--- src/rtl/tt_crossbar_pkg.sv ---
`default_nettype none
// ============================================================================
// tt_crossbar_pkg : shared types, constants and address decode helper
// Rev 1.0
// ============================================================================
package tt_crossbar_pkg;

   localparam logic CMD_READ  = 1'b0;
   localparam logic CMD_WRITE = 1'b1;

   // Widest address the decode helper accepts; narrower addresses are zero-extended.
   localparam int SEL_ADDR_MAX_W = 64;

   localparam logic [63:0] ERR_RDATA = '0;

   typedef enum logic [0:0] {
      S_IDLE = 1'b0,
      S_BUSY = 1'b1
   } slave_state_e;

   function automatic logic [31:0] sel_of(
      input logic [SEL_ADDR_MAX_W-1:0] addr,
      input int                        addr_w,
      input int                        sel_w
   );
      logic [SEL_ADDR_MAX_W-1:0] shifted;
      shifted = addr >> (addr_w - sel_w);
      return 32'(shifted & ((SEL_ADDR_MAX_W'(1) << sel_w) - SEL_ADDR_MAX_W'(1)));
   endfunction

endpackage
`default_nettype wire

--- src/rtl/tt_rr_arbiter.sv ---
`default_nettype none
// ============================================================================
// tt_rr_arbiter : combinational round-robin pick, first request at/after ptr
// Rev 1.0
// ============================================================================
module tt_rr_arbiter #(
   parameter  int N     = 2,
   localparam int IDX_W = (N > 1) ? $clog2(N) : 1
) (
   input  logic [N-1:0]     req,
   input  logic [IDX_W-1:0] ptr,
   output logic             gnt_valid,
   output logic [IDX_W-1:0] gnt_idx
);

   int               w_sum;
   logic [IDX_W-1:0] w_k;

   // Scan from the farthest offset down so the nearest request to ptr wins last.
   always_comb begin
      gnt_valid = 1'b0;
      gnt_idx   = '0;
      w_sum     = 0;
      w_k       = '0;
      for (int i = N - 1; i >= 0; i--) begin
         w_sum = int'(ptr) + i;
         if (w_sum >= N) w_sum = w_sum - N;
         w_k = IDX_W'(w_sum);
         if (req[w_k]) begin
            gnt_valid = 1'b1;
            gnt_idx   = w_k;
         end
      end
   end

endmodule
`default_nettype wire

--- src/rtl/tt_crossbar_rr.sv ---
`default_nettype none
// ============================================================================
// tt_crossbar_rr : N-master x M-slave req/ack crossbar, round-robin per slave
// Rev 1.0
// ============================================================================
module tt_crossbar_rr
   import tt_crossbar_pkg::*;
#(
   parameter int NUM_MASTER = 2,
   parameter int NUM_SLAVE  = 2,
   parameter int ADDR_W     = 32,
   parameter int DATA_W     = 32
) (
   input  logic                                 clk,
   input  logic                                 rst,
   input  logic [NUM_MASTER-1:0]                master_req,
   input  logic [NUM_MASTER-1:0][ADDR_W-1:0]    master_addr,
   input  logic [NUM_MASTER-1:0]                master_cmd,
   input  logic [NUM_MASTER-1:0][DATA_W-1:0]    master_wdata,
   output logic [NUM_MASTER-1:0]                master_ack,
   output logic [NUM_MASTER-1:0]                master_err,
   output logic [NUM_MASTER-1:0][DATA_W-1:0]    master_rdata,
   output logic [NUM_SLAVE-1:0]                 slave_req,
   output logic [NUM_SLAVE-1:0][ADDR_W-1:0]     slave_addr,
   output logic [NUM_SLAVE-1:0]                 slave_cmd,
   output logic [NUM_SLAVE-1:0][DATA_W-1:0]     slave_wdata,
   input  logic [NUM_SLAVE-1:0]                 slave_ack,
   input  logic [NUM_SLAVE-1:0][DATA_W-1:0]     slave_rdata
);

   localparam int SEL_W  = (NUM_SLAVE > 1) ? $clog2(NUM_SLAVE) : 1;
   localparam int MIDX_W = (NUM_MASTER > 1) ? $clog2(NUM_MASTER) : 1;

   logic [31:0]           w_sel [NUM_MASTER];
   logic [NUM_MASTER-1:0] w_sel_ok;
   logic [NUM_MASTER-1:0] w_owned;
   logic [NUM_MASTER-1:0] w_cand [NUM_SLAVE];
   logic                  w_gnt_valid [NUM_SLAVE];
   logic [MIDX_W-1:0]     w_gnt_idx [NUM_SLAVE];

   slave_state_e          r_state [NUM_SLAVE];
   logic [MIDX_W-1:0]     r_gnt [NUM_SLAVE];
   logic [MIDX_W-1:0]     r_ptr [NUM_SLAVE];
   logic [NUM_MASTER-1:0] r_err_pend;

   always_comb begin
      w_sel    = '{default: '0};
      w_sel_ok = '0;
      for (int m = 0; m < NUM_MASTER; m++) begin
         w_sel[m]    = (NUM_SLAVE == 1) ? 32'd0
                     : sel_of(SEL_ADDR_MAX_W'(master_addr[m]), ADDR_W, SEL_W);
         w_sel_ok[m] = (w_sel[m] < 32'(NUM_SLAVE));
      end
   end

   // A master already holding a slave may not compete anywhere else.
   always_comb begin
      w_owned = '0;
      for (int s = 0; s < NUM_SLAVE; s++)
         if (r_state[s] == S_BUSY) w_owned[r_gnt[s]] = 1'b1;
   end

   always_comb begin
      w_cand = '{default: '0};
      for (int s = 0; s < NUM_SLAVE; s++)
         for (int m = 0; m < NUM_MASTER; m++)
            w_cand[s][m] = master_req[m] && w_sel_ok[m] && !w_owned[m]
                        && (w_sel[m] == 32'(s));
   end

   for (genvar s = 0; s < NUM_SLAVE; s++) begin : g_arb
      tt_rr_arbiter #(.N(NUM_MASTER)) u_arb (
         .req       (w_cand[s]),
         .ptr       (r_ptr[s]),
         .gnt_valid (w_gnt_valid[s]),
         .gnt_idx   (w_gnt_idx[s])
      );
   end

   always_ff @(posedge clk) begin
      if (rst) begin
         for (int s = 0; s < NUM_SLAVE; s++) begin
            r_state[s] <= S_IDLE;
            r_gnt[s]   <= '0;
            r_ptr[s]   <= '0;
         end
         r_err_pend <= '0;
      end else begin
         for (int s = 0; s < NUM_SLAVE; s++) begin
            case (r_state[s])
               S_IDLE: begin
                  if (w_gnt_valid[s]) begin
                     r_gnt[s]   <= w_gnt_idx[s];
                     r_state[s] <= S_BUSY;
                  end
               end
               S_BUSY: begin
                  if (slave_ack[s]) begin
                     r_ptr[s]   <= (r_gnt[s] == MIDX_W'(NUM_MASTER - 1)) ? '0
                                 : r_gnt[s] + 1'b1;
                     r_state[s] <= S_IDLE;
                  end
               end
               default: r_state[s] <= S_IDLE;
            endcase
         end
         // Pending flag lives exactly one cycle: it is the error completion itself.
         for (int m = 0; m < NUM_MASTER; m++)
            r_err_pend[m] <= master_req[m] && !w_sel_ok[m] && !r_err_pend[m];
      end
   end

   always_comb begin
      slave_req   = '0;
      slave_addr  = '0;
      slave_cmd   = '0;
      slave_wdata = '0;
      for (int s = 0; s < NUM_SLAVE; s++) begin
         if (r_state[s] == S_BUSY) begin
            slave_req[s]   = master_req[r_gnt[s]];
            slave_addr[s]  = master_addr[r_gnt[s]];
            slave_cmd[s]   = master_cmd[r_gnt[s]];
            slave_wdata[s] = master_wdata[r_gnt[s]];
         end
      end
   end

   always_comb begin
      master_ack   = r_err_pend;
      master_err   = r_err_pend;
      master_rdata = '0;
      for (int m = 0; m < NUM_MASTER; m++)
         if (r_err_pend[m]) master_rdata[m] = DATA_W'(ERR_RDATA);
      for (int s = 0; s < NUM_SLAVE; s++) begin
         if ((r_state[s] == S_BUSY) && slave_ack[s]) begin
            master_ack[r_gnt[s]]   = 1'b1;
            master_rdata[r_gnt[s]] = slave_rdata[s];
         end
      end
   end

endmodule
`default_nettype wire

--- config.mk ---
export PLATFORM = sky130hd
export DESIGN_NAME = tt_crossbar_rr
export DESIGN_NICKNAME = d
export VERILOG_FILES = /design/src/rtl/tt_crossbar_pkg.sv /design/src/rtl/tt_rr_arbiter.sv /design/src/rtl/tt_crossbar_rr.sv
export SDC_FILE = /design/constraint.sdc
export NUM_CORES = 1
export LEC_CHECK = 0
export ABC_AREA = 1
export CAP_MARGIN = 20
export CORE_AREA = 2 2 155 157
export DETAILED_ROUTE_END_ITERATION = 10
export DIE_AREA = 0 0 157 159
export PLACE_DENSITY_LB_ADDON = 0.12
export SKIP_LAST_GASP = 1
export SYNTH_ARGS = -nofsm -noshare
export SYNTH_HDL_FRONTEND = slang
export SYNTH_HIERARCHICAL = 1
export SYNTH_SLANG_ARGS = --single-unit
export TNS_END_PERCENT = 50
--- constraint.sdc ---
create_clock -name clk -period 3.3 [get_ports clk]
set_input_delay 0.99 -clock clk [delete_from_list [all_inputs] [get_ports clk]]
set_output_delay 0.99 -clock clk [all_outputs]
set_load 0.03 [all_outputs]
==> results.sh, run 1 <==
export IMPL_status="completed"
export IMPL_synth_top_area_share_pct=29.8
export IMPL_p_sw_mw=1.08
export IMPL_antenna_cells=0
export IMPL_min_delay_start="r_state[1]"
export IMPL_synth_distinct_cells=18
export IMPL_core_area_um2=23200
export IMPL_drc=0
export IMPL_arrival_ns=2.25
export IMPL_layout_nets=1147
export IMPL_synth_cells=565
export IMPL_maxCapViolCount=0
export IMPL_rsz0062_at_grt="true"
export IMPL_initial_utilization_pct=11.9
export IMPL_swShare_pct=53.1
export IMPL_max_vdd_ir_drop_v=0.000108
export IMPL_synth_edf_count=5
export IMPL_die_x_um=157
export IMPL_viasPerCell=4.13
export IMPL_finalHoldViolations=0
export IMPL_r2r_cells=9
export IMPL_pwr_share_clk_pct=10.3
export IMPL_vias=5228
export IMPL_dp_hpwl_um=15900
export IMPL_post_cts_buffers=0
export IMPL_cts_max_level=1
export IMPL_min_to="r_state[1]"
export IMPL_insertion_delay_ns=0.24
export IMPL_fin_crit_sh_pct=98.2
export IMPL_post_route_util_pct=29.6
export IMPL_die_h_um=159
export IMPL_clock_path_buffers=2
export IMPL_fin_skew_ns=0.00912
export IMPL_post_synth_top_area_cell="o22ai_1"
export IMPL_dp_cells=1261
export IMPL_portBuffers=397
export IMPL_drt_iter0_markers=262
export IMPL_worstSetupPathType="input port to output pin"
export IMPL_min_delay_path_depth=2
export IMPL_die_area_um2=25000
export IMPL_setup_viol=0
export IMPL_drive_above_1_share_pct=25.5
export IMPL_synthTopCellsByArea="o22ai_1 30%, inv_1 19%, nand2_1 19%"
export IMPL_cts_resized=0
export IMPL_worst_slack_ns=0.0605
export IMPL_clock_root_buffer="clkbuf_16"
export IMPL_grt_usage_pct=15.0
export IMPL_crit_fanout=8
export IMPL_ys_warn_count=6
export IMPL_routabilityCongestion=0.820
export IMPL_final_cells=1265
export IMPL_p_leak_nw=3.67
export IMPL_synth_seq_cells=6
export IMPL_totalWireLength_um=19800
export IMPL_drt_pass1_iterations=4
export IMPL_dominantRegCellSynth="edfxtp_1"
export IMPL_yosysSeqAreaShare_pct=6.14
export IMPL_place_ws_ns=0.0304
export IMPL_period_minus_slack_ns=3.24
export IMPL_holdBufCountCts=0
export IMPL_grt_pass1_vias=5331
export IMPL_internal_power_uw=958
export IMPL_required_ns=2.31
export IMPL_synth_avg_cell_area_um2=4.91
export IMPL_slew_violations=0
export IMPL_synthArstFlopShare_pct=0
export IMPL_cts_clk_slew_worst_paths_ns=0.03
export IMPL_grt_pass1_wl_um=29900
export IMPL_grt_max_degree=55
export IMPL_combPwrFrac_pct=84.4
export IMPL_rrSetupSlack_ns=1.13
export IMPL_wl_per_cell_um=15.6
export IMPL_rows=56
export IMPL_cts_tree="yes"
export IMPL_area_delta_synth_final_pct=147
export IMPL_start_kind="input port"
export IMPL_cts_buffers=3
export IMPL_grt_overflow=0
export IMPL_io_pins=400
export IMPL_power_density_nw_per_um2=298
export IMPL_hold_path_class="register to register"
export IMPL_worst_r2r_startpoint="r_gnt[0][1]"
export IMPL_ant_nets=0
export IMPL_seq_power_share_pct=5.3
export IMPL_cts_sink_count=6
export IMPL_synth_area_um2=2770
export IMPL_antenna_found_initial=0
export IMPL_end_kind="output pin"
export IMPL_r2r_end="r_state[0]"
export IMPL_max_freq_mhz=309
[worst max-delay path by stage]
stage                     cells after the start  slack, ns               end          from
after floorplan                               2       0.53     master_ack[0]  slave_ack[0]
after detailed placement                      5       0.03     master_ack[0]  slave_ack[0]
final                                         7       0.06  master_rdata[24]  slave_ack[0]
after CTS                                     5       0.03     master_ack[0]  slave_ack[0]
after global placement                        5       0.01     master_ack[0]  slave_ack[0]
after global routing                          7      -0.03  master_rdata[47]  slave_ack[0]
[cell usage after synthesis (2+ instances only)]
cell	instances
a21oi_1	5
buf_2	28
inv_1	143
nor2_2	2
edfxtp_1	5
nand3_1	68
o21ai_0	2
clkbuf_1	16
or2_1	2
nand3_2	2
o22ai_1	132
buf_4	5
nor2_1	10
nand2_1	141
[power groups by stage]
| stage | Combinational, mW | Clock [mW] | Sequential (mW) |
|---|---|---|---|
| after floorplan | 0.907 | 0 | 0.101 |
| after global placement | 1.75 | 0 | 0.108 |
| after detailed placement | 1.73 | 0 | 0.108 |
| after CTS | 1.74 | 0.214 | 0.107 |
| after global routing | 1.83 | 0.218 | 0.109 |
| final | 1.72 | 0.211 | 0.107 |
[layer usage]
layer  part of all wire [%]  GRT usage, %  up-vias  wire length, um
li1                       -             -     2625                -
met1                     40          17.6     2343             7900
met2                     50          27.5      231             9940
met3                    7.0          3.10       29             1380
met4                    2.7          3.88        0              529
met5                      0             0        -                0
[worst max-delay path: stages]
cell and delay (ns):
clkdlybuf4s50_1 0.47, nand2_2 0.08, nor2_2 0.16, buf_4 0.20, nand3_1 0.11, nand2_1 0.08, buf_4 0.15
[cell families (layout without fill, tap and decap cells)]
family                 count (synthesis)  count (layout)  synth area share (%)
DFF                                    6               6                  6.14
AOI/OAI and AO/OA                    139             139                  31.1
and+or+nand+nor                      226             226                  34.6
other                                  1               2                 0.135
buffers and inverters                193             573                  28.1
[cell type report]
type | instances | area (um^2)
fillers | 2584 | 16300
repair buffers | 425 | 3830
multi-input cells | 367 | 1840
inverters | 144 | 541
well taps | 319 | 399
flip-flops and latches | 6 | 170
clock buffers | 4 | 78.8
[state kept, by name, indices dropped and copies added (netlist names)]
signal	flops
r_state	2
r_ptr	2
r_gnt	2
[cells in the final DEF, fill, tap and decap left out]
cell	Yosys	layout
clkbuf_16	0	3
clkbuf_1	16	1
dfxtp_1	1	1
inv_2	1	3
o21ai_0	2	2
clkdlybuf4s50_1	0	198
nand2_1	141	137
edfxtp_1	5	5
nand2_2	1	5
o22ai_1	132	132
nand3_1	68	68
nor2_1	10	10
buf_6	0	1
or2_1	2	2
nand3_2	2	2
buf_4	5	214
dlymetal6s2s_1	0	1
conb_1	1	2
nor2_2	2	2
inv_1	143	141
buf_12	0	11
a21oi_1	5	5
[metrics by stage]
stage | setup TNS [ns] | hold slack [ns] | area (um^2) | total power [mW]
2_1_floorplan | 0 | 0.592 | 2780 | 1.01
3_3_place_gp | 0 | 0.619 | 6770 | 1.86
3_5_place_dp | 0 | 0.620 | 6770 | 1.84
4_1_cts | 0 | 0.623 | 6850 | 2.06
5_1_grt | -0.277 | 0.667 | 6860 | 2.16
6_report | 0 | 0.627 | 6860 | 2.04
No activity file was read; power rests on OpenSTA's default activity.
==> run 2, diff against run 1 <==
--- a/config.mk
+++ b/config.mk
@@ -7,9 +7,12 @@
 export LEC_CHECK = 0
 export ABC_AREA = 1
 export CAP_MARGIN = 20
+export CELL_PAD_IN_SITES_DETAIL_PLACEMENT = 1
+export CELL_PAD_IN_SITES_GLOBAL_PLACEMENT = 2
 export CORE_AREA = 2 2 155 157
 export DETAILED_ROUTE_END_ITERATION = 10
 export DIE_AREA = 0 0 157 159
+export DONT_BUFFER_PORTS = 1
 export PLACE_DENSITY_LB_ADDON = 0.12
 export SKIP_LAST_GASP = 1
 export SYNTH_ARGS = -nofsm -noshare
==> run 2 against run 1 <==
Largest cell class unchanged. Largest power group unchanged. Sequential power hardly changed. Die area stayed put. Critical path type is now register to output pin. Sequential share of layout area is 0.74 points higher. Setup slack better by 0.32 ns.
==> results.sh, run 2 (same netlist as run 1, synthesis figures left out) <==
export IMPL_status="completed"
export IMPL_die_area_um2=25000
export IMPL_rrSetupSlack_ns=1.08
export IMPL_fin_crit_sh_pct=88.4
export IMPL_rows=56
export IMPL_wl_per_cell_um=17.6
export IMPL_top_layer="met4"
export IMPL_cts_max_level=1
export IMPL_post_dp_cell_area_um2=5210
export IMPL_final_cell_area_um2=5290
export IMPL_worst_r2r_startpoint="r_gnt[0][0]"
export IMPL_drt_iter0_markers=210
export IMPL_drc=0
export IMPL_grt_usage_pct=13.6
export IMPL_setup_tns_ns=0
export IMPL_r2r_end="r_gnt[0][1]"
export IMPL_antenna_cells=0
export IMPL_finalHoldViolations=0
export IMPL_clock_root_buffer="clkbuf_16"
export IMPL_wl_met2_um=10300
export IMPL_drt_met1_wl_um=6330
export IMPL_drt_pass1_iterations=4
export IMPL_insertion_delay_ns=0.24
export IMPL_post_cts_buffers=0
export IMPL_ant_nets=0
export IMPL_arrival_ns=1.93
export IMPL_p_total_mw=1.84
export IMPL_vias=4599
export IMPL_worst_hold_slack_ns=0.640
export IMPL_routabilityCongestion=0.768
export IMPL_max_freq_mhz=343
export IMPL_area_delta_synth_final_pct=90.9
export IMPL_portBuffers=0
export IMPL_core_area_um2=23200
export IMPL_cts_resized=0
export IMPL_slew_violations=0
export IMPL_required_ns=2.31
export IMPL_multi_input_area_um2=1840
export IMPL_setup_viol=0
export IMPL_worst_pin_slew_ns=0.684
export IMPL_met3_length_um=1150
export IMPL_initial_utilization_pct=11.9
export IMPL_antenna_found_initial=0
export IMPL_die_x_um=157
export IMPL_start_kind="register"
export IMPL_layout_commonest_cell="inv_1"
export IMPL_rsz0062_at_grt="false"
export IMPL_clock_path_buffers=2
export IMPL_p_leak_nw=2.87
export IMPL_fill_cells=2924
export IMPL_cts_buffers=3
export IMPL_timing_slew_headroom_pct=55.1
export IMPL_crit_fanout=48
export IMPL_crit_end="slave_wdata[17]"
export IMPL_grt_pass1_wl_um=27000
export IMPL_dp_hpwl_um=14700
export IMPL_cts_tree="yes"
export IMPL_end_kind="output pin"
export IMPL_grt_max_degree=51
export IMPL_totalWireLength_um=18200
export IMPL_holdBufCountCts=0
export IMPL_cts_sink_count=6
export IMPL_viasPerCell=4.44
export IMPL_grt_pass1_vias=4859
export IMPL_final_seq_area_um2=170
export IMPL_period_minus_slack_ns=2.92
export IMPL_drive_above_1_share_pct=29.1
export IMPL_max_vdd_ir_drop_v=0.000143
export IMPL_die_h_um=159
export IMPL_grt_overflow=0
export IMPL_maxCapViolCount=0
export IMPL_crit_start="r_gnt[0][0]"
export IMPL_fin_skew_ns=0.00183
export IMPL_worstSetupPathType="register to output pin"
export IMPL_final_cell_mix="143 x inv_1, 137 x nand2_1, 132 x o22ai_1, 131 x buf_4, 68 x nand3_1"
export IMPL_cts_clk_slew_worst_paths_ns=0.04
export IMPL_hold_path_class="register to register"
export IMPL_top_regs="r_gnt (2), r_ptr (2), r_state (2)"
export IMPL_io_pins=400
export IMPL_layout_nets=917
export IMPL_power_density_nw_per_um2=348
export IMPL_r2r_cells=8
==> run 2: worst max-delay path, stage by stage (launching register included) <==
cell and delay (ns):
edfxtp_1 0.48, inv_2 0.12, nand2_2 0.31, buf_12 0.32, o22ai_1 0.21, buf_4 0.21
==> run 2: area by class of cell <==
type	instances	area share, %
repair buffers	195	42.8
multi-input cells	367	34.7
inverters	144	10.2
well taps	319	7.54
flip-flops and latches	6	3.22
clock buffers	4	1.49
==> run 2: worst min path at each step <==
stage                     cells after the start           to         from  slack, ns
after floorplan                               1  r_ptr[0][1]  r_gnt[0][1]       0.59
after global placement                        2   r_state[1]   r_state[1]       0.63
after detailed placement                      2   r_state[1]   r_state[1]       0.64
after CTS                                     2   r_state[1]   r_state[1]       0.65
after global routing                          2   r_state[1]   r_state[1]       0.70
final                                         2   r_state[1]   r_state[1]       0.64
==> run 2: power breakdown <==
group | total (mW) | switching (mW) | internal, mW
Combinational | 1.52 | 0.976 | 0.547
Clock | 0.211 | 0.0500 | 0.161
Sequential | 0.109 | 0.0141 | 0.0948
==> run 2: layer usage <==
metal  vias up  GRT usage [%]
met1      2192           13.5
met3        27           2.26
met5         -              0
li1       2153              -
met4         0           3.92
met2       227           28.1
==> run 2: metrics by stage <==
stage | utilization (%) | setup slack, ns | cells
6_report | 22.8 | 0.384 | 1035
5_1_grt | 22.8 | 0.272 | 1035
4_1_cts | 22.8 | 0.358 | 1035
3_5_place_dp | 22.5 | 0.419 | 1031
3_3_place_gp | 22.5 | 0.461 | 1031
2_1_floorplan | - | 0.532 | 566
==> variant 1, RTL diff (settings of run 2) <==
`ADDR_W`: 32 -> 48.
--- a/src/rtl/tt_crossbar_rr.sv
+++ b/src/rtl/tt_crossbar_rr.sv
@@ -8,7 +8,7 @@
 #(
    parameter int NUM_MASTER = 2,
    parameter int NUM_SLAVE  = 2,
-   parameter int ADDR_W     = 32,
+   parameter int ADDR_W     = 48,
    parameter int DATA_W     = 32
 ) (
    input  logic                                 clk,
Ports: changed (resized master_addr and slave_addr); port bits go from 400 to 464. The function was not compared with the original's and may differ.
==> variant 1 against run 2 <==
  * Design area grew 7.5%
  * Synthesized area rose by 19%
  * Global-route usage is 2.4 points higher
  * Total power increased by 13%
  * Worst setup slack worse by 0.012 ns
  * Cell count increased by 8.2%
  * Synthesized cell count grew 13%
  * Sequential cell count unchanged
  * Routed wire length grew 18%
  * Register-to-register slack improved by 0.20 ns
  * Critical path type is now in -> out
==> variant 1: results <==
export IMPL_grt_first_pass_wirelength_mm=31.8
export IMPL_wirelength_mm=21.4
export IMPL_fillers=2952
export IMPL_synthMuxAreaShare_pct=0
export IMPL_synth_compound_area_share_pct=34.0
export IMPL_startpoint="slave_ack[0]"
export IMPL_crit_fanout=32
export IMPL_drt_pass1_iter_count=4
export IMPL_gp_congestion=0.869
export IMPL_synthAdderAreaFrac_pct=0
export IMPL_synth_common_cells="inv_1, o22ai_1, nand2_1"
export IMPL_cp_slowest_stage_delay_ns=0.31
export IMPL_dp_hpwl_mm=17.9
export IMPL_place_inst=1116
export IMPL_grt_pass1_vias=5609
export IMPL_min_to="r_state[1]"
export IMPL_wl_met2_mm=11.6
export IMPL_reg_largest_list="r_gnt (2), r_ptr (2), r_state (2)"
export IMPL_rrSetupSlack_ns=1.28
export IMPL_synthCells=637
export IMPL_grt_max_degree=84
export IMPL_timing_rr_start="r_gnt[0][1]"
export IMPL_met3WireLength_mm=1.75
export IMPL_synth_main_ff_cell="edfxtp_1"
export IMPL_power_leakage_nw=3.19
export IMPL_synth_area_leaders="o22ai_1, inv_1, nand2_1"
export IMPL_drt_iter0_markers=244
export IMPL_via_count=5141
export IMPL_synth_seq_area_share_pct=5.15
export IMPL_drt_met1_wl_mm=7.41
export IMPL_critical_path_endpoint="master_rdata[14]"
export IMPL_skew_ns=0.00364
export IMPL_irDropWorstVdd_mv=0.168
export IMPL_status="complete, no violations"
export IMPL_synth_cell_types=20
export IMPL_diodes=0
export IMPL_antenna_found_initial=0
export IMPL_layout_nets=1034
export IMPL_routed_top_layer="met4"
export IMPL_cp_slowest_cell="buf_4"
export IMPL_viasPerCell=4.59
export IMPL_gr_usage_all_layers_pct=16.0
## variant 1: changes by cell type after synthesis, moves of 2 or more
cell      before  now
buf_4          5   16
clkbuf_1      16    3
inv_1        143  173
inv_2          1    3
nor2_4         0    2
nor2_2         2    0
buf_6          0    9
o22ai_2        0   10
o22ai_1      132  154
## variant 1: routing by layer
| layer | up-vias | track usage [%] |
|---|---|---|
| met4 | 0 | 5.13 |
| met1 | 2404 | 15.6 |
| met3 | 39 | 3.86 |
| met2 | 278 | 32.0 |
| met5 | - | 0 |
| li1 | 2420 | - |
## variant 1: final cells by class
cell class | count | area [sq um] | share of cell area (%)
Clock buffer | 4 | 78.8 | 1.39
Inverter | 176 | 661 | 11.6
Multi-Input combinational cell | 399 | 2120 | 37.3
Sequential cell | 6 | 170 | 2.99
Tap cell | 319 | 399 | 7.02
Timing Repair Buffer | 216 | 2260 | 39.7
## variant 1: metrics by stage
| step | setup WS, ns | total power, mW | hold WS [ns] | cell area [sq um] |
|---|---|---|---|---|
| 6_report | 0.372 | 2.08 | 0.619 | 5690 |
| 2_1_floorplan | 0.498 | 1.22 | 0.570 | 3310 |
| 3_3_place_gp | 0.422 | 1.87 | 0.614 | 5610 |
| 4_1_cts | 0.368 | 2.10 | 0.633 | 5690 |
| 3_5_place_dp | 0.368 | 1.88 | 0.628 | 5610 |
| 5_1_grt | 0.253 | 2.18 | 0.674 | 5690 |
## variant 1: power by group
| group | leakage [nW] | switching [mW] | internal, mW |
|---|---|---|---|
| clock | 0.0382 | 0.0463 | 0.161 |
| sequential | 0.0611 | 0.0162 | 0.0948 |
| combinational | 3.09 | 1.15 | 0.605 |
| total | 3.19 | 1.21 | 0.860 |
## variant 1: worst max-delay path: cells and delay by family
kind	cells	cell delay, ns
buf+inv	2	0.44
simple gates	4	0.49
==> variant 2, RTL diff (flow settings as in run 2) <==
Without the edit above. Make the reset (`rst`) asynchronous in one clocked block.
--- a/src/rtl/tt_crossbar_rr.sv
+++ b/src/rtl/tt_crossbar_rr.sv
@@ -77,7 +77,7 @@
       );
    end
 
-   always_ff @(posedge clk) begin
+   always_ff @(posedge clk or posedge rst) begin
       if (rst) begin
          for (int s = 0; s < NUM_SLAVE; s++) begin
             r_state[s] <= S_IDLE;
Check against the original RTL: differs if rst is asserted again (counterexample within 4 cycles, from zero or initial values and one cycle with rst high); with rst held inactive, the same outputs for 4 cycles.
==> variant 2 against run 2 <==
  * Sequential cell count unchanged
  * Design area down 13%
  * Via count is 6.2% higher
  * Global-route usage grew 0.49 points
  * Synthesized area increased by 8.1%
  * Worst setup slack lost 0.085 ns
  * Hold slack worse by 0.15 ns
  * Routed wire length grew 5.9%
Power is left out: it rests on default switching activity, and per cell area and clock period it moved more than threefold.
==> variant 2: results <==
export IMPL_status="complete, no violations"
export IMPL_cp_slowest_cell="nand2_4"
export IMPL_clk_pin_slew_ns=0.03
export IMPL_place_area_sq_um=4540
export IMPL_cts_buffers=3
export IMPL_grt_pass1_vias=5114
export IMPL_drt_met1_wl_mm=7.19
export IMPL_slew_limit_headroom_pct=48.4
export IMPL_crit_fanout=55
export IMPL_clock_latency_ns=0.22
export IMPL_diodes=0
export IMPL_cp_slowest_stage_delay_ns=0.54
export IMPL_grtUsageMet2_pct=28.1
export IMPL_portBuffers=0
export IMPL_drive_gt1_share_pct=23.2
export IMPL_yosys_warnings=6
export IMPL_routed_top_layer="met4"
export IMPL_layout_cells_non_filler=1102
export IMPL_critPathArrivalTime_ns=2.01
export IMPL_layout_nets=985
export IMPL_dp_hpwl_mm=15.3
export IMPL_min_from="r_ptr[1]"
export IMPL_synth_seq_area_share_pct=5.01
export IMPL_gr_usage_all_layers_pct=14.1
export IMPL_wire_per_inst_microns=17.5
export IMPL_synth_async_reset_ratio_pct=100
export IMPL_skew_ns=0.000219
export IMPL_startpoint="r_gnt[1]"
export IMPL_synth_area_leaders="nand2_1, o22ai_1, inv_1"
export IMPL_grt_max_degree=56
export IMPL_cts_resized=0
export IMPL_synthCells=658
export IMPL_min_to="r_ptr[1]"
export IMPL_met3WireLength_mm=1.40
export IMPL_worst_r2r_endpoint="r_gnt[0]"
export IMPL_drt_pass1_iter_count=4
export IMPL_grtUsageMet3_pct=2.34
export IMPL_critical_path_endpoint="master_rdata[15]"
export IMPL_antenna_found_initial=0
export IMPL_drt_iter0_markers=172
export IMPL_timing_rr_start="r_state[0]"
export IMPL_met1_usage_pct=14.8
export IMPL_reg_largest_list="r_gnt (2), r_ptr (2), r_state (2)"
export IMPL_wl_met2_mm=10.3
export IMPL_critPathTopFamily="simple AND/OR/NAND/NOR gates"
export IMPL_synth_cell_types=17
export IMPL_grt_first_pass_wirelength_mm=28.3
export IMPL_gp_congestion=0.786
export IMPL_synth_common_cells="nand2_1, inv_1, o22ai_1"
export IMPL_synth_main_ff_cell="dfrtp_1"
export IMPL_via_count=4884
export IMPL_rrSetupSlack_ns=1.05
export IMPL_postCtsSetupBuffers=0
-- variant 2: kinds of logic (layout without fill, tap and decap cells) --
| kind of cell | Yosys count | count (layout) | share of synthesized area, % |
|---|---|---|---|
| simple gates | 319 | 319 | 40.8 |
| buf+inv | 195 | 319 | 25.7 |
| compound gates | 137 | 137 | 28.4 |
| flops | 6 | 6 | 5.01 |
| other cells | 1 | 2 | 0.125 |
-- variant 2: metrics by stage --
| step | worst slack (ns) | utilization, % | hold WS, ns |
|---|---|---|---|
| after floorplan | 0.241 | - | 0.450 |
| after global placement | 0.476 | 19.6 | 0.482 |
| after detailed placement | 0.458 | 19.6 | 0.489 |
| after CTS | 0.213 | 19.9 | 0.498 |
| after global routing | 0.113 | 19.9 | 0.529 |
| final | 0.300 | 19.9 | 0.494 |
-- variant 2: area by class of cell --
class / instances / area, sq um
multi-input combinational: 458 / 2090
clock buffer: 3 / 75.1
fill: 3035 / 18600
inverter: 143 / 537
sequential: 6 / 150
timing repair buffer: 173 / 1360
tap: 319 / 399
